**src/rtl/elevator_pkg.sv**
```systemverilog
// Shared types, default sizing and the SCAN direction rule for the elevator scheduler.
package elevator_pkg;

  typedef enum logic [1:0] {
    IDLE,
    DOOR_OPEN,
    MOVING
  } state_e;

  localparam int DEF_NFLOORS    = 4;
  localparam int DEF_TRAVEL_CYC = 2;
  localparam int DEF_DOOR_CYC   = 2;

  typedef logic [$clog2(DEF_NFLOORS)-1:0] floor_t;

  function automatic int max_int(input int a, input int b);
    return (a > b) ? a : b;
  endfunction

  // Keep heading while calls remain ahead; reverse only when the other side has work.
  function automatic logic scan_dir(input logic dir_up, input logic above, input logic below);
    if (dir_up) return above | ~below;
    else        return above & ~below;
  endfunction

endpackage

```
**src/rtl/elevator_scheduler_if.sv**
```systemverilog
// Board-side bundle: call switches in, car position/door/motion status out.
interface elevator_scheduler_if #(
  parameter int NFLOORS = elevator_pkg::DEF_NFLOORS
);
  localparam int FW = $clog2(NFLOORS);

  logic [NFLOORS-1:0] call;
  logic [FW-1:0]      floor;
  logic               porta;
  logic               moving;
  logic               dir_up;
  logic [NFLOORS-1:0] pending;

  modport master (
    output call,
    input  floor, porta, moving, dir_up, pending
  );

  modport slave (
    input  call,
    output floor, porta, moving, dir_up, pending
  );
endinterface

```
**src/rtl/elevator_scheduler_call_latch.sv**
```systemverilog
// Pending hall-call register with set/clear-one update and above/below reduction.
module call_latch
  import elevator_pkg::*;
#(
  parameter int NFLOORS = DEF_NFLOORS
) (
  input  logic                       clk_2,
  input  logic                       reset,
  input  logic [NFLOORS-1:0]         set,
  input  logic                       clr_en,
  input  logic [$clog2(NFLOORS)-1:0] clr_idx,
  input  logic [$clog2(NFLOORS)-1:0] floor,
  output logic [NFLOORS-1:0]         pending,
  output logic                       above,
  output logic                       below
);

  logic [NFLOORS-1:0] clr_vec;

  always_comb begin
    clr_vec = '0;
    if (clr_en) clr_vec[clr_idx] = 1'b1;
  end

  // NOTE: pending is a small flop vector, not a RAM, so it is reset explicitly
  // rather than relying on an initialisation pass.
  always_ff @(posedge clk_2) begin
    if (!reset) pending <= '0;
    else        pending <= (pending | set) & ~clr_vec;
  end

  always_comb begin
    above = 1'b0;
    below = 1'b0;
    for (int i = 0; i < NFLOORS; i++) begin
      if (i > int'(floor)) above = above | pending[i];
      if (i < int'(floor)) below = below | pending[i];
    end
  end

endmodule

```
**src/rtl/elevator_scheduler.sv**
```systemverilog
// Elevator car sequencer: SCAN target selection, travel and door timing.
module elevator_scheduler
  import elevator_pkg::*;
#(
  parameter int NFLOORS    = DEF_NFLOORS,
  parameter int TRAVEL_CYC = DEF_TRAVEL_CYC,
  parameter int DOOR_CYC   = DEF_DOOR_CYC
) (
  input logic                clk_2,
  input logic                reset,
  elevator_scheduler_if.slave bus
);

  localparam int FW = $clog2(NFLOORS);
  localparam int TW = $clog2(max_int(TRAVEL_CYC, DOOR_CYC)) + 1;

  state_e             state, state_n;
  logic [FW-1:0]      floor_q, floor_n, step;
  logic               dir_q, dir_n, dir_pick;
  logic [TW-1:0]      door_tmr, door_n, trav_tmr, trav_n;
  logic [NFLOORS-1:0] set_vec, pend;
  logic               clr_en;
  logic [FW-1:0]      clr_idx;
  logic               above, below;

  call_latch #(.NFLOORS(NFLOORS)) u_call_latch (
    .clk_2   (clk_2),
    .reset   (reset),
    .set     (set_vec),
    .clr_en  (clr_en),
    .clr_idx (clr_idx),
    .floor   (floor_q),
    .pending (pend),
    .above   (above),
    .below   (below)
  );

  // NOTE: every variable gets a default before the case so no path leaves one
  // unassigned and no latch is inferred.
  always_comb begin
    state_n  = state;
    floor_n  = floor_q;
    dir_n    = dir_q;
    door_n   = door_tmr;
    trav_n   = trav_tmr;
    set_vec  = bus.call;
    clr_en   = 1'b0;
    clr_idx  = floor_q;
    dir_pick = scan_dir(dir_q, above, below);
    step     = dir_q ? floor_q + FW'(1) : floor_q - FW'(1);

    unique case (state)
      IDLE: begin
        set_vec[floor_q] = 1'b0;
        if (bus.call[floor_q]) begin
          state_n = DOOR_OPEN;
          door_n  = TW'(DOOR_CYC);
        end else if (|pend) begin
          state_n = MOVING;
          dir_n   = dir_pick;
          trav_n  = TW'(TRAVEL_CYC);
        end
      end

      DOOR_OPEN: begin
        // A call at the open floor holds the door instead of queuing a revisit.
        set_vec[floor_q] = 1'b0;
        if (bus.call[floor_q]) begin
          door_n = TW'(DOOR_CYC);
        end else if (door_tmr == TW'(1)) begin
          if (|pend) begin
            state_n = MOVING;
            dir_n   = dir_pick;
            trav_n  = TW'(TRAVEL_CYC);
          end else begin
            state_n = IDLE;
          end
        end else begin
          door_n = door_tmr - TW'(1);
        end
      end

      MOVING: begin
        if (trav_tmr == TW'(1)) begin
          floor_n = step;
          if (pend[step] | bus.call[step]) begin
            clr_en  = 1'b1;
            clr_idx = step;
            state_n = DOOR_OPEN;
            door_n  = TW'(DOOR_CYC);
          end else begin
            trav_n = TW'(TRAVEL_CYC);
          end
        end else begin
          trav_n = trav_tmr - TW'(1);
        end
      end

      default: state_n = DOOR_OPEN;
    endcase
  end

  // NOTE: sequential state uses non-blocking assignments so every register
  // samples pre-edge values regardless of statement order.
  always_ff @(posedge clk_2) begin
    if (!reset) begin
      state    <= DOOR_OPEN;
      floor_q  <= '0;
      dir_q    <= 1'b1;
      door_tmr <= TW'(DOOR_CYC);
      trav_tmr <= '0;
    end else begin
      state    <= state_n;
      floor_q  <= floor_n;
      dir_q    <= dir_n;
      door_tmr <= door_n;
      trav_tmr <= trav_n;
    end
  end

  assign bus.floor   = floor_q;
  assign bus.porta   = (state == DOOR_OPEN);
  assign bus.moving  = (state == MOVING);
  assign bus.dir_up  = dir_q;
  assign bus.pending = pend;

endmodule

```
**src/flat_wrapper.sv**
```systemverilog
// flat-port wrapper written by rule: the top's interface ports become plain ports
module elevator_scheduler_flat import elevator_pkg::*;
#(
  parameter int NFLOORS    = DEF_NFLOORS,
  parameter int TRAVEL_CYC = DEF_TRAVEL_CYC,
  parameter int DOOR_CYC   = DEF_DOOR_CYC
)
  (clk_2, reset, bus_call, bus_floor, bus_porta, bus_moving, bus_dir_up, bus_pending);
  elevator_scheduler_if #(.NFLOORS(NFLOORS)) bus_i ();
  input logic clk_2;
  input logic reset;
  input wire logic [$bits(bus_i.call)-1:0] bus_call;
  output wire logic [$bits(bus_i.floor)-1:0] bus_floor;
  output wire logic [$bits(bus_i.porta)-1:0] bus_porta;
  output wire logic [$bits(bus_i.moving)-1:0] bus_moving;
  output wire logic [$bits(bus_i.dir_up)-1:0] bus_dir_up;
  output wire logic [$bits(bus_i.pending)-1:0] bus_pending;
  assign bus_i.call = bus_call;
  assign bus_floor = bus_i.floor;
  assign bus_porta = bus_i.porta;
  assign bus_moving = bus_i.moving;
  assign bus_dir_up = bus_i.dir_up;
  assign bus_pending = bus_i.pending;
  elevator_scheduler #(.NFLOORS(NFLOORS), .TRAVEL_CYC(TRAVEL_CYC), .DOOR_CYC(DOOR_CYC)) u_core (.clk_2(clk_2), .reset(reset), .bus(bus_i));
endmodule
```
**config.mk**
```make
export PLATFORM = sky130hd
export DESIGN_NAME = elevator_scheduler_flat
export DESIGN_NICKNAME = d
export VERILOG_FILES = /design/src/rtl/elevator_pkg.sv /design/src/rtl/elevator_scheduler_if.sv /design/src/rtl/elevator_scheduler_call_latch.sv /design/src/rtl/elevator_scheduler.sv /design/src/flat_wrapper.sv
export SDC_FILE = /design/constraint.sdc
export NUM_CORES = 1
export LEC_CHECK = 0
export ABC_AREA = 1
export CORE_MARGIN = 1.5
export CORE_UTILIZATION = 39
export CTS_CLUSTER_DIAMETER = 40
export DETAILED_ROUTE_END_ITERATION = 8
export HOLD_SLACK_MARGIN = 0.1
export PLACE_DENSITY = 0.68
export SLEW_MARGIN = 5
export SYNTH_ARGS = -nofsm -noshare
export SYNTH_HDL_FRONTEND = slang
export SYNTH_SLANG_ARGS = --single-unit
```
**constraint.sdc**
```tcl
create_clock -name clk_2 -period 2.13 [get_ports clk_2]
set_input_delay 0.3195 -clock clk_2 [delete_from_list [all_inputs] [get_ports clk_2]]
set_output_delay 0.3195 -clock clk_2 [all_outputs]
set_load 0.03 [all_outputs]
```
==> reports/results.txt, run 1 <==
Dividing the detail-routed wire length by the instance count gives 11.13 um. Using the TritonRoute via totals, the vias-per-cell ratio works out to 4.843. The largest net degree at the start of global routing was 12; the total of warnings raised by yosys was 0.

In this run the worst hold path is classified as reg2reg. The area enclosed by the die boundary was 2682 um^2. In this run, CTS created clock tree buffers numbering 3. The flop-to-flop setup slack was 410 ps; the maximum fanout encountered on the critical timing path was 7.

Once detail routing completed, the nets flagged for antenna violations numbered 0. The net count of the finished layout came out at 177. STA classifies the critical path startpoint as a flop. For this configuration, the core starts out at a cell density of 41.57%. The tools report the required time reported for the critical path endpoint as 1810 ps.

The sequential cell area fraction in the yosys report is 28.03%, and the total half-perimeter wirelength after legalization and detailed placement is 1689 um. Number of cells traversed by the worst hold path: 2. The ratio of cells with drive above 1 in the final layout was 12.88%; the achievable clock frequency was 0.5181 GHz. The run gives 280 ps as the clock latency at the later pin of the worst-skew pair. The max-slew violation total from the final report is 0.

The completed layout was analyzed and its total power is 503.9 uW. The type of destination of the critical path is an output pin. During I/O placement, the number of pins put on the boundary was 15. The worst hold path terminates at u_core.door_tmr[1]$_SDFFE_PN1P_. The worst path uses 90.62% of the clock period. The first detailed-routing pass ran for 4 iterations. The maximum clock path buffer count is 2, and the total routing usage reported by global routing is 18.47%.

Clock-pin slew was measured on the worst setup and hold paths at 80 ps. Cell area after placement: 1121 um^2. The cell area after layout was 1151 um^2; the clock sink count was 13. The number of remaining DRC errors is 0, and the filler cell count in the final layout is 214.

The worst register-to-register path ends at u_core.u_call_latch.pending[3]$_SDFF_PN0_. Synthesis produced 143 cells. The number of antenna diodes was 0; the total of max-cap violations was 0. Most common cell after layout, fill and taps aside: sky130_fd_sc_hd__nand2_1. IR analysis of the VDD net gives a maximum drop of 0.0003950 V. The height of the die was 51.79 um. The net count after synthesis was 156. TritonCTS built the clock tree.

The number of cells on the worst reg-to-reg path is 12. The shortest period the worst path allows came out at 1930 ps. Leaving out fill and tap cells, the most frequent cells in the layout are sky130_fd_sc_hd__nand2_1 (40), sky130_fd_sc_hd__inv_1 (24), sky130_fd_sc_hd__nor2_1 (16). The first global-routing pass estimated 3670 um of wire.

The startpoint identified for the worst hold timing path is u_core.door_tmr[1]$_SDFFE_PN1P_. The final global-route overflow total is 0. Synthesis-stage register bit count: 13. The tools report the post-synthesis cell area as 928.4 um^2. The run gives 0.5861 nW as the static leakage. Setup violations remaining at the end of the flow were counted as 0.

The die boundary width is 51.79 um, and the via count of the first global-routing pass is 877. The headroom to the max-slew limit is 78.92%. Dividing total power by cell area gives a power density of 437.7 nW/um^2.

For the H-tree level count, the log shows 1. The congestion estimate from routability-driven global placement came to 0.8343. The routed layout has 925 vias. Setup repair after global routing left no endpoint under its margin. For the number of antenna violations at the first check in global routing, the log shows 0. After the first detailed-routing iteration, the DRC count stood at 21.

Buffers inserted to repair hold after CTS numbered 0. The transition time at the pin with the least slew margin was 315.7 ps; the sum of routed wire length over all layers was 2126 um. On the final layout, the worst clock skew is 0.8916 ps. During placement, the flow inserted port buffers numbering 14.

The tools report the source of the worst register-to-register timing path as u_core.bus.floor[1]$_SDFFE_PN0P_. The region available for standard cell placement spans 2233 um^2. Row generation in the floorplan step produced 17 rows.

The area growth from synthesis to final layout is 23.99%. The classification of the worst setup path is reg2out. The tools report the root buffer selected by CTS as sky130_fd_sc_hd__clkbuf_4.

The count of endpoints failing hold in the final timing report was 0. The per-instance average area after synthesis is 6.492 um^2. The flow ran to the end, and the final reports show no timing, DRC or antenna violations.

For the number of distinct library cells after synthesis, the log shows 24. The aggregate negative setup slack is 0 ps, and the arrival time at the worst endpoint is 1610 ps.
==> layout make-up <==
cell class,instances,area [um^2],area share (%)
multi-input cells,104,569.3,49.46
flip-flops and latches,13,260.3,22.61
repair buffers,17,165.2,14.35
inverters,25,93.84,8.152
well taps,28,35.03,3.043
clock buffers,3,22.52,1.957
clock inverters,1,5.005,0.4348
==> stage by stage <==
| stage | utilization [%] | std cells | hold WS [ps] | setup slack (ps) |
|---|---|---|---|---|
| after global routing | 51.54 | 191 | 510.9 | 131.7 |
| after detailed placement | 50.20 | 187 | 447.4 | 325.8 |
| after CTS | 51.43 | 191 | 466.4 | 12.35 |
| after global placement | 50.20 | 187 | 441.7 | 359.2 |
| after floorplan | - | 143 | 428.9 | 119.5 |
| final | 51.54 | 191 | 468.6 | 199.8 |
==> sequential cells by signal, summed over array words and instances (netlist names) <==
register and count:
u_core.u_call_latch.pending 4, u_core.bus.floor 2, u_core.door_tmr 2, u_core.state 2, u_core.trav_tmr 2, u_core.bus.dir_up 1
==> cells by family (layout without fill, tap and decap cells) <==
logic type / count (synthesis) / count (layout) / share of synthesized area [%]
and+or+nand+nor: 81 / 81 / 40.97
buffers and inverters: 26 / 46 / 10.65
AOI/OAI and AO/OA: 16 / 16 / 10.92
DFF: 13 / 13 / 28.03
adders and majority gates: 7 / 7 / 9.434
==> synthesized netlist by cell type, drive strengths merged <==
cell type	number	share of area [%]
nand3	12	8.6
o211ai	1	0.81
ha	7	9.4
nand4	1	0.67
nor3	3	2.2
o21ai	2	1.1
inv	25	10
o2111ai	1	0.94
a21oi	8	4.7
nand2	43	19
dfxtp	13	28
nor2	20	9.2
clkbuf	1	0.54
o31ai	1	0.81
a311oi	1	0.94
a22oi	2	1.6
nand3b	2	1.6
==> critical path, stage by stage, from the launching register on <==
cell,delay (ps)
sky130_fd_sc_hd__dfxtp_1,410
sky130_fd_sc_hd__nor2_2,230
sky130_fd_sc_hd__clkdlybuf4s50_1,700
==> power breakdown <==
| part | total, mW | switching, mW | internal (mW) |
|---|---|---|---|
| Clock | 0.152 | 0.0818 | 0.0698 |
| Sequential | 0.262 | 0.00996 | 0.252 |
| Combinational | 0.0901 | 0.0498 | 0.0403 |
==> repair_timing <==
action                     CTS  global route
setup buffers                0             0
hold endpoints to repair     0             0
resized for setup            0             1
setup endpoints to repair    0             1
==> routing by layer <==
metal	vias to the layer above	share of wire, %	track usage (%)
met3	4	5.2	5.172
met4	0	0.61	3.947
met1	405	49	23.93
met5	-	0	0
met2	21	45	30.56
li1	495	-	-
==> how the worst max path moves through the flow <==
stage,from,end,slack [ps],depth (start not counted)
after global routing,u_core.state[1]$_SDFFE_PN0P_,bus_porta,130,2
final,u_core.state[1]$_SDFFE_PN0P_,bus_porta,200,2
after CTS,u_core.state[1]$_SDFFE_PN0P_,bus_moving,10,3
after detailed placement,u_core.state[1]$_SDFFE_PN0P_,bus_moving,330,3
after floorplan,u_core.bus.floor[0]$_SDFFE_PN0P_,u_core.u_call_latch.pending[2]$_SDFF_PN0_,120,12
after global placement,u_core.state[1]$_SDFFE_PN0P_,bus_moving,360,3
Note: power is estimated with default switching activity, not from simulation.
==> run 2: changes to the inputs <==
- PLACE_DENSITY: 0.68 -> 0.71
- clock period: 2.13 -> 1.6 ns (I/O delays scaled with it)
==> run 2 against run 1 <==
  * Cell count grew 2.1%
  * Sequential power rose by 32%
  * Critical path depth is 1 higher
  * Die area is the same
  * Design area up 5.5%
  * Largest cell class unchanged
  * Clock-buffer cell count stayed put
  * Clock power grew 36%
  * Utilization increased by 2.9 points
==> reports/results.txt, run 2 (same netlist as run 1, synthesis figures left out) <==
The clock latency at the later pin of the worst-skew pair came out at 280 ps (about the same). Slowest stage cell on the critical path: sky130_fd_sc_hd__dfxtp_1 (was sky130_fd_sc_hd__clkdlybuf4s50_1). Sum of routed wire length over all layers: 2222 um (was 2126 um).

Type of destination of the critical path: an output pin (unchanged). The number of detailed-routing iterations run before antenna repair was 4 (unchanged); the sum of buffers and inverters on the critical path was 2 (was 1). The run finished with clean final reports.

The filler cell count in the final layout was 217 (was 214). For the net count of the finished layout, the log shows 181 (was 177). The tools report the static leakage as 0.6275 nW (was 0.5861 nW). For the residual antenna-violating net count after detailed routing, the log shows 0 (unchanged). TritonCTS built the clock tree. The maximum ir drop on the vdd rail came out at 0.0006903 V (was 0.0003950 V).

The largest delay contributor family on the critical path was flip-flops (was buffers and inverters). The pre-CTS setup slack is 34.17 ps (was 325.8 ps), and the number of antenna violations at the first check in global routing is 0 (unchanged). The setup slack after layout was 82.41 ps (was 199.8 ps); the total power divided by cell area was 552.6 nW/um^2 (was 437.7 nW/um^2).

The tools report the root buffer selected by CTS as sky130_fd_sc_hd__clkbuf_4 (unchanged). Transition time at the pin with the least slew margin: 314.7 ps (was 315.7 ps). The routed design could run at a clock period as short as 1518 ps.

The number of cell rows is 17 (unchanged), and the share of the clock period used by the worst path is 94.85%. For the total half-perimeter wirelength after legalization and detailed placement, the log shows 1753 um (was 1689 um). The logs give 2682 um^2 (unchanged) for the area enclosed by the die boundary and 0 (unchanged) for the number of setup buffers added after CTS. The classification of the worst setup path was reg2out (unchanged). For the TritonCTS buffer count, the log shows 3 (unchanged).

The logs give 0 (unchanged) for the total of max-cap violations and 0 (unchanged) for the count of endpoints failing hold in the final timing report. The clock sink count was 13 (unchanged); the number of antenna diodes was 0 (unchanged). Most common cell after layout, fill and taps aside: sky130_fd_sc_hd__nand2_1 (unchanged).

The clock transition at the registers of the reported paths was 80 ps (about the same); the area growth from synthesis to final layout was 30.86% (was 23.99%). The boundary pin count is 15 (unchanged), and the final global-route overflow total is 0 (unchanged). The logs give 912 (was 877) for the via count of the first global-routing pass and 78.98% (was 78.92%) for the headroom to the max-slew limit. The run gives 17.6% (was 17.9%) as the share of power burned in combinational logic. The required time reported for the critical path endpoint is 1360 ps (was 1810 ps), and the final-report setup violation count is 0 (unchanged). The fraction of power spent switching nets is 29.00% (was 28.10%). The tools report the arrival time at the worst endpoint as 1280 ps (was 1610 ps). Worst-path cell chain: nand2_1, inv_1, buf_4 (was nor2_2, clkdlybuf4s50_1).

The effective utilization at floorplan is 41.57% (unchanged). Worst hold path class: reg2reg (unchanged). The run gives 54.40% (was 51.54%) as the post-route core utilization.

The register with the most flip-flops is u_core.u_call_latch.pending (unchanged). The final RePlAce weighted congestion was 0.8523 (was 0.8343); the post-detailed-route via-to-cell ratio was 4.995 (was 4.843). The post-detailed-route wirelength per cell is 11.39 um (was 11.13 um).

The tools report the largest clock skew in the final design as 4.518 ps (was 0.8916 ps). The height of the die works out to 51.79 um (unchanged). The tools report the kind of start point of the critical path as a flop (unchanged).

The maximum fanout encountered on the critical timing path works out to 7 (unchanged). The area of the core region is 2233 um^2 (unchanged), and the first-iteration detailed-routing DRC count is 35 (was 21). The number of remaining DRC errors came out at 0 (unchanged).

The flip-flop count of the largest register after layout is 4 (unchanged). The tools report the total power draw as 671.3 uW (was 503.9 uW). The share of power burned in registers was 51.6% (was 52.0%); the maximum clock path buffer count was 2 (unchanged). The reported net switching power is 194.7 uW (was 141.6 uW), and the delay of the slowest critical-path stage is 490 ps (was 700 ps). For the clock network power share, the log shows 30.8% (was 30.1%). The number of I/O port buffers is 14 (unchanged), and the largest net degree at the start of global routing is 11 (was 12). For the max-slew violation total from the final report, the log shows 0 (unchanged). For the global-route wire length before repair, the log shows 3933 um (was 3670 um). Leading cell types in the layout, fill and taps excluded: sky130_fd_sc_hd__nand2_1 (37), sky130_fd_sc_hd__inv_1 (23), sky130_fd_sc_hd__nor2_1 (16) (was sky130_fd_sc_hd__nand2_1 (40), sky130_fd_sc_hd__inv_1 (24), sky130_fd_sc_hd__nor2_1 (16)). The ratio of cells with drive above 1 in the final layout was 21.56% (was 12.88%). The die boundary width was 51.79 um (unchanged); the internal power contribution was 476.6 uW (was 362.3 uW). The worst hold-check slack came out at 464.2 ps (was 468.6 ps). The H-tree level count is 1 (unchanged), and the total routing usage reported by global routing is 19.37% (was 18.47%). For the number of vias after detailed routing, the log shows 974 (was 925). For the achievable clock frequency, the log shows 0.6589 GHz.
[run 2: cell count changes in the layout (fill, tap and decap cells not counted), sizes merged]
cell	change
dlygate4sd2	+7
buf	+5
clkdlybuf4s50	-8
[run 2: path summary, 6_finish.rpt]
kind	from	to	slack [ps]	cells past startpoint
hold reg to reg	u_core.trav_tmr[0]$_SDFFE_PN0P_	u_core.trav_tmr[0]$_SDFFE_PN0P_	460	2
setup / recovery	u_core.state[1]$_SDFFE_PN0P_	bus_moving	80	3
setup reg to reg	u_core.bus.floor[0]$_SDFFE_PN0P_	u_core.u_call_latch.pending[3]$_SDFF_PN0_	100	12
hold / removal	u_core.trav_tmr[0]$_SDFFE_PN0P_	u_core.trav_tmr[0]$_SDFFE_PN0P_	460	2
[run 2: per-stage QoR]
step | area [um^2] | setup TNS [ps] | instances
finish | 1215 | 0 | 195
global route | 1215 | -60.57 | 195
global placement | 1171 | 0 | 191
CTS | 1190 | 0 | 195
detailed placement | 1171 | 0 | 191
floorplan | 950.9 | 0 | 143
[run 2: timing repair]
| action | CTS | global route |
|---|---|---|
| pin swaps | 0 | 1 |
| hold buffers | 0 | 0 |
| gates resized for setup | 7 | 7 |
| setup endpoints to repair | 7 | 8 |
[run 2: area by class of cell]
class                   instances  area (um^2)  area share (%)
clock inverters                 1        5.005          0.4119
repair buffers                 21        183.9           15.14
flip-flops and latches         13        267.8           22.04
inverters                      25        96.34           7.930
well taps                      28        35.03           2.884
multi-input cells             104        604.3           49.74
clock buffers                   3        22.52           1.854
[run 2: power groups by stage]
| stage | registers, mW | logic [mW] | clock network, mW |
|---|---|---|---|
| 6_report | 0.346 | 0.118 | 0.207 |
| 5_1_grt | 0.348 | 0.134 | 0.228 |
| 4_1_cts | 0.346 | 0.117 | 0.211 |
| 3_5_place_dp | 0.354 | 0.120 | 0 |
| 3_3_place_gp | 0.354 | 0.118 | 0 |
| 2_1_floorplan | 0.361 | 0.0682 | 0 |
[run 2: metal layers]
metal	wire [um]	vias to the layer above	share of wire (%)	track usage [%]
li1	-	501	-	-
met1	1028	441	46	25.49
met2	1045	32	47	32.48
met3	149	0	6.7	5.172
met4	0	0	0	2.632
met5	0	-	0	0
[run 2: worst reg2reg max path, stage by stage, from the launching register on]
cell and delay (ps):
sky130_fd_sc_hd__dfxtp_4 360, sky130_fd_sc_hd__inv_4 40, sky130_fd_sc_hd__ha_4 230, sky130_fd_sc_hd__inv_1 70, sky130_fd_sc_hd__nand2_1 50, sky130_fd_sc_hd__nand2_1 110, sky130_fd_sc_hd__nand3_2 100, sky130_fd_sc_hd__nand2_2 90
sky130_fd_sc_hd__nand2_2 70, sky130_fd_sc_hd__nor2_1 130, sky130_fd_sc_hd__nand2_1 60, sky130_fd_sc_hd__nand2_1 60, sky130_fd_sc_hd__inv_1 30
